`src/rtl/hazard_unit.sv`:
```
// rtl/hazard_unit.sv - ID-stage hazard detection: writer scoreboard, stall/bubble/flush, stall counter
//
// Purpose: tracks in-flight register writers in EX/MEM/WB and decides, for the
// instruction currently in ID, whether the front end must stall (hold PC and
// IF/ID, bubble ID/EX) or whether a taken branch squashes IF/ID.
//
// Ports:
//   clk, rst            clock, synchronous active-high reset
//   id_valid            ID holds a real instruction
//   id_rs/id_rt/id_rd   register fields of the ID instruction
//   id_uses_rs/rt       instruction reads rs / rt
//   id_reg_wren         decoded register write enable
//   id_mem_to_reg       decoded load
//   id_mem_wr           decoded store
//   id_branch           decoded branch
//   id_dst_reg_sel      0: destination rt, 1: destination rd
//   id_br_taken         branch resolved taken (meaningful with id_branch)
//   pc_stall            hold PC
//   ifid_stall          hold IF/ID
//   idex_bubble         load a NOP into ID/EX
//   ifid_flush          squash IF/ID on the next edge
//   stall_cnt           saturating count of stall cycles

module hazard_unit #(
  parameter bit FWD_EN = 1'b1,
  parameter int CNT_W  = 16
) (
  input  logic             clk,
  input  logic             rst,
  input  logic             id_valid,
  input  logic [3:0]       id_rs,
  input  logic [3:0]       id_rt,
  input  logic [3:0]       id_rd,
  input  logic             id_uses_rs,
  input  logic             id_uses_rt,
  input  logic             id_reg_wren,
  input  logic             id_mem_to_reg,
  input  logic             id_mem_wr,
  input  logic             id_branch,
  input  logic             id_dst_reg_sel,
  input  logic             id_br_taken,
  output logic             pc_stall,
  output logic             ifid_stall,
  output logic             idex_bubble,
  output logic             ifid_flush,
  output logic [CNT_W-1:0] stall_cnt
);

  // Scoreboard entries, one per downstream stage.
  logic       ex_v, ex_ld, mem_v, mem_ld, wb_v, wb_ld;
  logic [3:0] ex_dst, mem_dst, wb_dst;

  logic [3:0] id_dst;
  logic       writer;
  logic       need_rs, need_rt;
  logic       ex_rs, ex_rt, mem_rs, mem_rt, wb_rs, wb_rt;
  logic       data_hz, br_hz, stall;

  // A store never writes the register file; its data register is covered by
  // id_uses_rt, so the store flag itself has no effect on hazard detection.
  logic unused_store;
  assign unused_store = id_mem_wr;

  assign id_dst  = id_dst_reg_sel ? id_rd : id_rt;
  assign writer  = id_valid & id_reg_wren;
  assign need_rs = id_valid & id_uses_rs;
  assign need_rt = id_valid & id_uses_rt;

  // Register 0 is hardwired, so it never matches.
  assign ex_rs  = ex_v  & (ex_dst  == id_rs) & (id_rs != 4'd0);
  assign ex_rt  = ex_v  & (ex_dst  == id_rt) & (id_rt != 4'd0);
  assign mem_rs = mem_v & (mem_dst == id_rs) & (id_rs != 4'd0);
  assign mem_rt = mem_v & (mem_dst == id_rt) & (id_rt != 4'd0);
  assign wb_rs  = wb_v  & (wb_dst  == id_rs) & (id_rs != 4'd0);
  assign wb_rt  = wb_v  & (wb_dst  == id_rt) & (id_rt != 4'd0);

  always_comb begin
    data_hz = 1'b0;
    if (FWD_EN) begin
      // Forwarding covers everything except a load still in EX.
      data_hz = ex_ld & ((ex_rs & need_rs) | (ex_rt & need_rt));
    end else begin
      // No bypass at all, including write-before-read in WB.
      data_hz = ((ex_rs | mem_rs | wb_rs) & need_rs) |
                ((ex_rt | mem_rt | wb_rt) & need_rt);
    end
  end

  // Branches compare in ID, so an ALU result still in EX or a load in MEM
  // cannot be forwarded early enough.
  assign br_hz = id_branch & need_rs & (ex_rs | (mem_rs & mem_ld));

  // Gating with rst drops a stall in the same cycle reset is asserted.
  assign stall       = ~rst & (data_hz | br_hz);
  assign pc_stall    = stall;
  assign ifid_stall  = stall;
  assign idex_bubble = stall;
  assign ifid_flush  = ~rst & id_valid & id_branch & id_br_taken & ~stall;

  always_ff @(posedge clk) begin
    if (rst) begin
      ex_v    <= 1'b0;
      ex_ld   <= 1'b0;
      ex_dst  <= 4'd0;
      mem_v   <= 1'b0;
      mem_ld  <= 1'b0;
      mem_dst <= 4'd0;
      wb_v    <= 1'b0;
      wb_ld   <= 1'b0;
      wb_dst  <= 4'd0;
    end else begin
      wb_v    <= mem_v;
      wb_ld   <= mem_ld;
      wb_dst  <= mem_dst;
      mem_v   <= ex_v;
      mem_ld  <= ex_ld;
      mem_dst <= ex_dst;
      if (stall) begin
        ex_v   <= 1'b0;
        ex_ld  <= 1'b0;
        ex_dst <= 4'd0;
      end else begin
        ex_v   <= writer;
        ex_ld  <= id_mem_to_reg;
        ex_dst <= id_dst;
      end
    end
  end

  always_ff @(posedge clk) begin
    if (rst) begin
      stall_cnt <= '0;
    end else if (stall && (stall_cnt != {CNT_W{1'b1}})) begin
      stall_cnt <= stall_cnt + {{(CNT_W-1){1'b0}}, 1'b1};
    end
  end

endmodule

```
`config.mk`:
```
export PLATFORM = sky130hd
export DESIGN_NAME = hazard_unit
export DESIGN_NICKNAME = d
export VERILOG_FILES = /design/src/rtl/hazard_unit.sv
export SDC_FILE = /design/constraint.sdc
export NUM_CORES = 1
export LEC_CHECK = 0
export CAP_MARGIN = 0
export CELL_PAD_IN_SITES_DETAIL_PLACEMENT = 0
export CELL_PAD_IN_SITES_GLOBAL_PLACEMENT = 1
export CORE_ASPECT_RATIO = 1.4
export CORE_MARGIN = 1.5
export CORE_UTILIZATION = 32
export CTS_BUF_LIST = sky130_fd_sc_hd__clkbuf_8
export CTS_CLUSTER_DIAMETER = 100
export DETAILED_ROUTE_END_ITERATION = 16
export GPL_ROUTABILITY_DRIVEN = 0
export PLACE_DENSITY_LB_ADDON = 0.1
export REMOVE_ABC_BUFFERS = 1
export SLEW_MARGIN = 20
export SYNTH_ARGS = -nofsm -noshare
export SYNTH_HDL_FRONTEND = slang
export SYNTH_SLANG_ARGS = --single-unit
```
`constraint.sdc`:
```
create_clock -name clk -period 2.8 [get_ports clk]
set_input_delay 0.56 -clock clk [delete_from_list [all_inputs] [get_ports clk]]
set_output_delay 0.56 -clock clk [all_outputs]
set_load 0.05 [all_outputs]
```
==> results of run 1 <==
## how the worst max path moves through the flow
| stage | to | depth (start not counted) | from | slack [ns] |
|---|---|---|---|---|
| 2_1_floorplan | idex_bubble | 5 | id_rs[0] | -1.28 |
| 3_3_place_gp | ifid_flush | 8 | id_rs[1] | -0.37 |
| 3_5_place_dp | ifid_flush | 8 | id_rs[2] | -0.38 |
| 4_1_cts | ifid_stall | 9 | id_rs[0] | 0.0002 |
| 5_1_grt | ifid_stall | 9 | id_uses_rt | 0.03 |
| 6_report | ifid_flush | 8 | id_rs[2] | 0.09 |
## synthesized netlist by cell type (all sizes together)
| cell | number | area, sq um |
|---|---|---|
| clkbuf | 3 | 11.3 |
| ha | 1 | 12.5 |
| nor4 | 2 | 12.5 |
| a21bo | 1 | 10.0 |
| or2 | 1 | 6.26 |
| and4 | 1 | 8.76 |
| dfxtp | 28 | 561 |
| o21a | 1 | 7.51 |
| o21bai | 2 | 15.0 |
| xnor2 | 4 | 35.0 |
| and2 | 3 | 18.8 |
| o41ai | 1 | 8.76 |
| a31oi | 1 | 6.26 |
| or4b | 1 | 10.0 |
| nor2b | 14 | 87.6 |
| o311ai | 1 | 8.76 |
| nand3b | 1 | 7.51 |
| inv | 1 | 3.75 |
| nand2 | 6 | 22.5 |
| or4 | 2 | 22.5 |
| nand2b | 2 | 12.5 |
| a21oi | 2 | 10.0 |
| mux2 | 8 | 90.1 |
| o2111ai | 1 | 8.76 |
| or3 | 1 | 6.26 |
| nand3 | 11 | 55.1 |
| mux2i | 5 | 50.1 |
| nand4 | 5 | 31.3 |
| and3 | 8 | 55.1 |
| nor3 | 6 | 30.0 |
| o21ai | 3 | 15.0 |
| nor2 | 18 | 67.6 |
| xor2 | 6 | 52.6 |
| o311a | 1 | 10.0 |
| a22oi | 1 | 12.5 |
| buf | 6 | 38.8 |
## critical path, stage by stage
cell	delay (ns)
buf_2	0.13
xnor2_1	0.14
nand3_1	0.12
or4_4	0.51
and3_4	0.20
and2_4	0.15
and4_1	0.19
buf_6	0.15
## kinds of logic after synthesis
group	count (synthesis)
AOI/OAI and AO/OA	15
xor gates and xnor gates	10
adders and majority gates	1
buffers and inverters	10
DFF	28
muxes	13
and+or+nand+nor	82
## flip-flops by register name, summed over array words and instances (netlist names)
signal / cells
ex_dst: 4
ex_ld: 1
ex_v: 1
mem_dst: 4
mem_ld: 1
mem_v: 1
stall_cnt: 16
## repair_timing
action,CTS,global route
setup buffers,2,0
setup endpoints to repair,6,4
hold buffers,0,0
pin swaps,10,3
resized for setup,28,6
## through the flow
stage,setup slack [ns],total power (W),instance area (sq um),hold WS (ns)
3_5_place_dp,-0.384,0.000508,2000,0.476
3_3_place_gp,-0.366,0.000506,2000,0.474
6_report,0.0945,0.000747,2080,0.487
2_1_floorplan,-1.28,0.000451,1370,0.457
4_1_cts,0.000241,0.000756,2070,0.491
5_1_grt,0.0273,0.000775,2080,0.511
## layer usage
layer	share of wire [%]	track usage, %
met5	0	0
met1	40	16.6
met2	54	27.6
met4	1.0	4.77
met3	4.6	2.20
## report_power, final
| group | switching (W) | internal [W] |
|---|---|---|
| clock | 0.000126 | 0.000126 |
| combinational | 0.0000357 | 0.0000462 |
| sequential | 0.00000650 | 0.000407 |
## layout make-up
| type | instances | area, sq um | share of cell area [%] |
|---|---|---|---|
| clock buffer | 4 | 55.1 | 2.64 |
| inverter | 1 | 3.75 | 0.180 |
| multi-input combinational | 121 | 833 | 40.0 |
| sequential | 28 | 561 | 26.9 |
| tap | 60 | 75.1 | 3.60 |
| timing repair buffer | 58 | 556 | 26.7 |
==> qor.yml, run 1 <==
routed_wl_um: 3440
p_per_area_nw_per_um2: 359
routed_via_density: 4.89
finalSetupViolCount: 0
grt_pass1_wl_um: 5520
cts_tree: "yes"
rsz0062_at_grt: "false"
arrival_ns: 2.15
dp_hpwl_um: 2680
skew_ns: 0.00215
synth_top_family_by_area: "simple AND/OR/NAND/NOR gates"
yosysSeqAreaShare_pct: 39.4
grt-ovfl-total: 0
die_y_um: 81.9
required_ns: 2.24
ctsHtreeMaxLevel: 1
reg2reg_slack_ns: 0.33
layout.cells.most_common: "dfxtp_1"
grtUsageTotal_pct: 14.8
vias: 1329
cts_max_path_buffers: 2
portBuffers: 41
synth-compound-area-share_pct: 7.92
cts_sinks: 28
status: "completed"
die_x_um: 59.3
final_cell_mix: "dfxtp_1 (28), clkdlybuf4s50_1 (27), nor2_1 (17)"
cap_violations: 0
max-slew-margin-rel_pct: 66.5
synth.area.mux_share_pct: 9.86
antenna_left: 0
grt_pass1_vias: 1282
firstDrtPassIters: 4
fin_setup_tns_ns: 0
rows: 28
hp-class: "reg2reg"
numCtsBuffers: 3
nFillCells: 435
synth_xor_area_share_pct: 6.16
leakagePower_nw: 0.827
grt_max_degree: 18
fin_nets: 237
syn_inst: 159
core_area_sq_um: 4240
ios: 43
min_from: "ex_v$_SDFF_PP0_"
path_max_fanout: 3
cts.clk_slew.worst_paths_ns: 0.10
period_share_pct: 96.6
clk_latency_ns: 0.27
critPathLaunchType: "input port"
synth_fa_ha_area_share_pct: 0.880
r2r_end: "stall_cnt[14]$_SDFFE_PP0P_"
holdPathEnd: "mem_v$_SDFF_PP0_"
synth_simple_gate_area_share_pct: 32.0
route.detailed.drc: 0
path_class: "in2out"
worst_pin_slew_ns: 0.501
min_period_ns: 2.71
num_antenna_cells: 0
ir_drop_mv: 0.169
yosysWarnings: 0
layout-drive-gt1-share_pct: 17.9
clock.fmax_mhz: 370
syn_area_sq_um: 1420
wl_per_cell_um: 12.6
post-place-cells: 266
die-area_sq_um: 4860
synth_cell_types: 41
hold_viol_final: 0
cts_root_buf: "clkbuf_8"
grt_antenna_before_repair: 0
ff2ff_path_depth: 9
drt_iter0_drc: 16
stdcell_count: 272
endpoint_kind: "output pin"
area_growth_pct: 46.6
syn_area_per_cell_sq_um: 8.94
final_util_pct: 49.1
whs_path_depth: 1
maxSlewViolCount: 0
reg2reg_from: "mem_dst[0]$_SDFF_PP0_"
ys_ff_latch: 28
start_util_pct: 33.5
Note: power is estimated with default switching activity, not from simulation.
==> run 2: changes to the inputs <==
--- a/config.mk
+++ b/config.mk
@@ -8,13 +8,13 @@
 export CAP_MARGIN = 0
 export CELL_PAD_IN_SITES_DETAIL_PLACEMENT = 0
 export CELL_PAD_IN_SITES_GLOBAL_PLACEMENT = 1
-export CORE_ASPECT_RATIO = 1.4
 export CORE_MARGIN = 1.5
 export CORE_UTILIZATION = 32
 export CTS_BUF_LIST = sky130_fd_sc_hd__clkbuf_8
 export CTS_CLUSTER_DIAMETER = 100
 export DETAILED_ROUTE_END_ITERATION = 16
 export GPL_ROUTABILITY_DRIVEN = 0
+export MAX_ROUTING_LAYER = met4
 export PLACE_DENSITY_LB_ADDON = 0.1
 export REMOVE_ABC_BUFFERS = 1
 export SLEW_MARGIN = 20
==> run 2 against run 1 <==
  * Flip-flop and latch count is the same
  * Critical path depth unchanged
  * Design area is 0.90% lower
  * Register-to-register slack improved by 0.18 ns
  * Global-route usage is 0.054 points higher
  * Sequential share of layout area up 0.24 points
  * Die area decreased by 0.12%
  * Routed wire length is 3.8% lower
  * Fmax fell by 0.24%
  * Final cell count fell by 3.7%
  * Worst setup slack got worse by 0.0066 ns
  * Highest routed layer unchanged
==> qor.yml, run 2 (synthesis results as in run 1) <==
critPathLaunchType: "input port"
core_area_sq_um: 4320
ir_drop_mv: 0.151
dp_hpwl_um: 2570
pre_cts_slack_ns: -0.398
cts_root_buf: "clkbuf_8"
rows: 24
skew_ns: 0.00498
largest_reg_flops: 16
drt_iter0_drc: 84
worst_slack_ns: 0.0879
slowest_stage: "or4_4"
fin_nets: 235
routed_wl_um: 3310
clk_latency_ns: 0.28
path_class: "in2out"
rsz0062_at_grt: "false"
clock.fmax_mhz: 369
cp_num_buf_inv: 2
min_period_ns: 2.71
ios: 43
worst_pin_slew_ns: 0.503
crit_family: "simple AND/OR/NAND/NOR gates"
fin_area_sq_um: 2060
layout.cells.most_common: "dfxtp_1"
portBuffers: 41
numCtsBuffers: 3
firstDrtPassIters: 4
cap_violations: 0
power_w: 0.000755
grt_pass1_vias: 1295
hp-class: "reg2reg"
path_cells: "buf_6 -> or2_0 -> o21a_1 -> or4_4 -> and3_4 -> and2_4 -> and4_1 -> buf_6"
endpoint_kind: "output pin"
hold_viol_final: 0
wl_per_cell_um: 12.6
max-slew-margin-rel_pct: 66.4
start_util_pct: 32.9
layout-drive-gt1-share_pct: 17.6
ctsHtreeMaxLevel: 1
largestRegisters: "stall_cnt: 16 flops, ex_dst: 4 flops, mem_dst: 4 flops"
cts_sinks: 28
vias: 1296
cts_tree: "yes"
regMostFlops: "stall_cnt"
grt-ovfl-total: 0
cts.clk_slew.worst_paths_ns: 0.10
cts_max_path_buffers: 2
grtUsageTotal_pct: 14.8
route.detailed.drc: 0
status: "completed"
grt_max_degree: 29
slowest_delay_ns: 0.42
maxSlewViolCount: 0
routed_via_density: 4.95
die_x_um: 69.6
p_per_area_nw_per_um2: 366
die-area_sq_um: 4850
fin_setup_tns_ns: 0
final_cell_mix: "dfxtp_1 (28), clkdlybuf4s50_1 (26), nor2_1 (18)"
placed_area_sq_um: 1960
leakagePower_nw: 0.842
arrival_ns: 2.15
final_util_pct: 47.7
required_ns: 2.24
finalSetupViolCount: 0
num_antenna_cells: 0
grt_pass1_wl_um: 5730
area_growth_pct: 45.2
cts_hold_buf: 0
antenna_left: 0
path_max_fanout: 3
grt_antenna_before_repair: 0
crit_top_cell: "buf_6"
die_y_um: 69.6
period_share_pct: 96.9
[run 2: cell types whose count changed in the layout (fill, tap and decap cells not counted), moves of 2 or more]
cell | before | now
xnor2_1 | 4 | 2
dlymetal6s2s_1 | 0 | 2
buf_6 | 4 | 2
xnor2_2 | 0 | 2
[run 2: worst register-to-register path: cells and delay by family (launching register included)]
family                 cells  cell delay, ns
multiplexers               1            0.32
XOR/XNOR                   1            0.15
buffers and inverters      5            0.69
AND/OR/NAND/NOR            2            0.37
flip-flops                 1            0.36
AO/OA/AOI/OAI              2            0.30
[run 2: area by class of cell]
cell class	instances	area (sq um)
clock buffer	4	55.1
fill	459	2260
inverter	1	3.75
multi-input combinational	121	841
sequential	28	561
tap	52	65.1
timing repair buffer	56	539
[run 2: metrics by stage]
step | instances | hold WS, ns
3_5_place_dp | 255 | 0.487
5_1_grt | 262 | 0.521
2_1_floorplan | 150 | 0.457
3_3_place_gp | 255 | 0.476
6_report | 262 | 0.499
4_1_cts | 262 | 0.503
[run 2: timing repair]
| action | in CTS | in global routing |
|---|---|---|
| endpoints found under the setup margin | 4 | 7 |
| resized for setup | 25 | 7 |
| pin swaps | 5 | 7 |
| setup buffers | 3 | 0 |
[run 2: path summary, 6_finish.rpt]
| check | start | slack, ns | endpoint | depth (start not counted) |
|---|---|---|---|---|
| worst min-delay path | ex_v$_SDFF_PP0_ | 0.50 | mem_v$_SDFF_PP0_ | 1 |
| worst min register to register | ex_v$_SDFF_PP0_ | 0.50 | mem_v$_SDFF_PP0_ | 1 |
| worst max register to register | ex_dst[1]$_SDFF_PP0_ | 0.51 | stall_cnt[4]$_SDFFE_PP0P_ | 11 |
| worst max-delay path | id_rs[0] | 0.09 | ifid_flush | 8 |
[run 2: per-layer routing]
| metal | up-vias | GRT usage [%] | wire, um |
|---|---|---|---|
| met3 | 2 | 2.62 | 112 |
| met4 | 0 | 4.06 | 23 |
| met2 | 28 | 24.7 | 1630 |
| met5 | - | - | 0 |
| li1 | 665 | - | - |
| met1 | 601 | 18.6 | 1550 |
[run 2: power breakdown]
group	internal [W]	switching (W)
sequential	0.000407	0.00000729
clock	0.000126	0.000132
combinational	0.0000468	0.0000354
total	0.000580	0.000175
==> run 3: changes to the inputs <==
--- a/config.mk
+++ b/config.mk
@@ -5,7 +5,6 @@
 export SDC_FILE = /design/constraint.sdc
 export NUM_CORES = 1
 export LEC_CHECK = 0
-export CAP_MARGIN = 0
 export CELL_PAD_IN_SITES_DETAIL_PLACEMENT = 0
 export CELL_PAD_IN_SITES_GLOBAL_PLACEMENT = 1
 export CORE_MARGIN = 1.5
==> results of run 3 <==
Same layout as run 2: the final DEF is identical, and so are final timing and power.
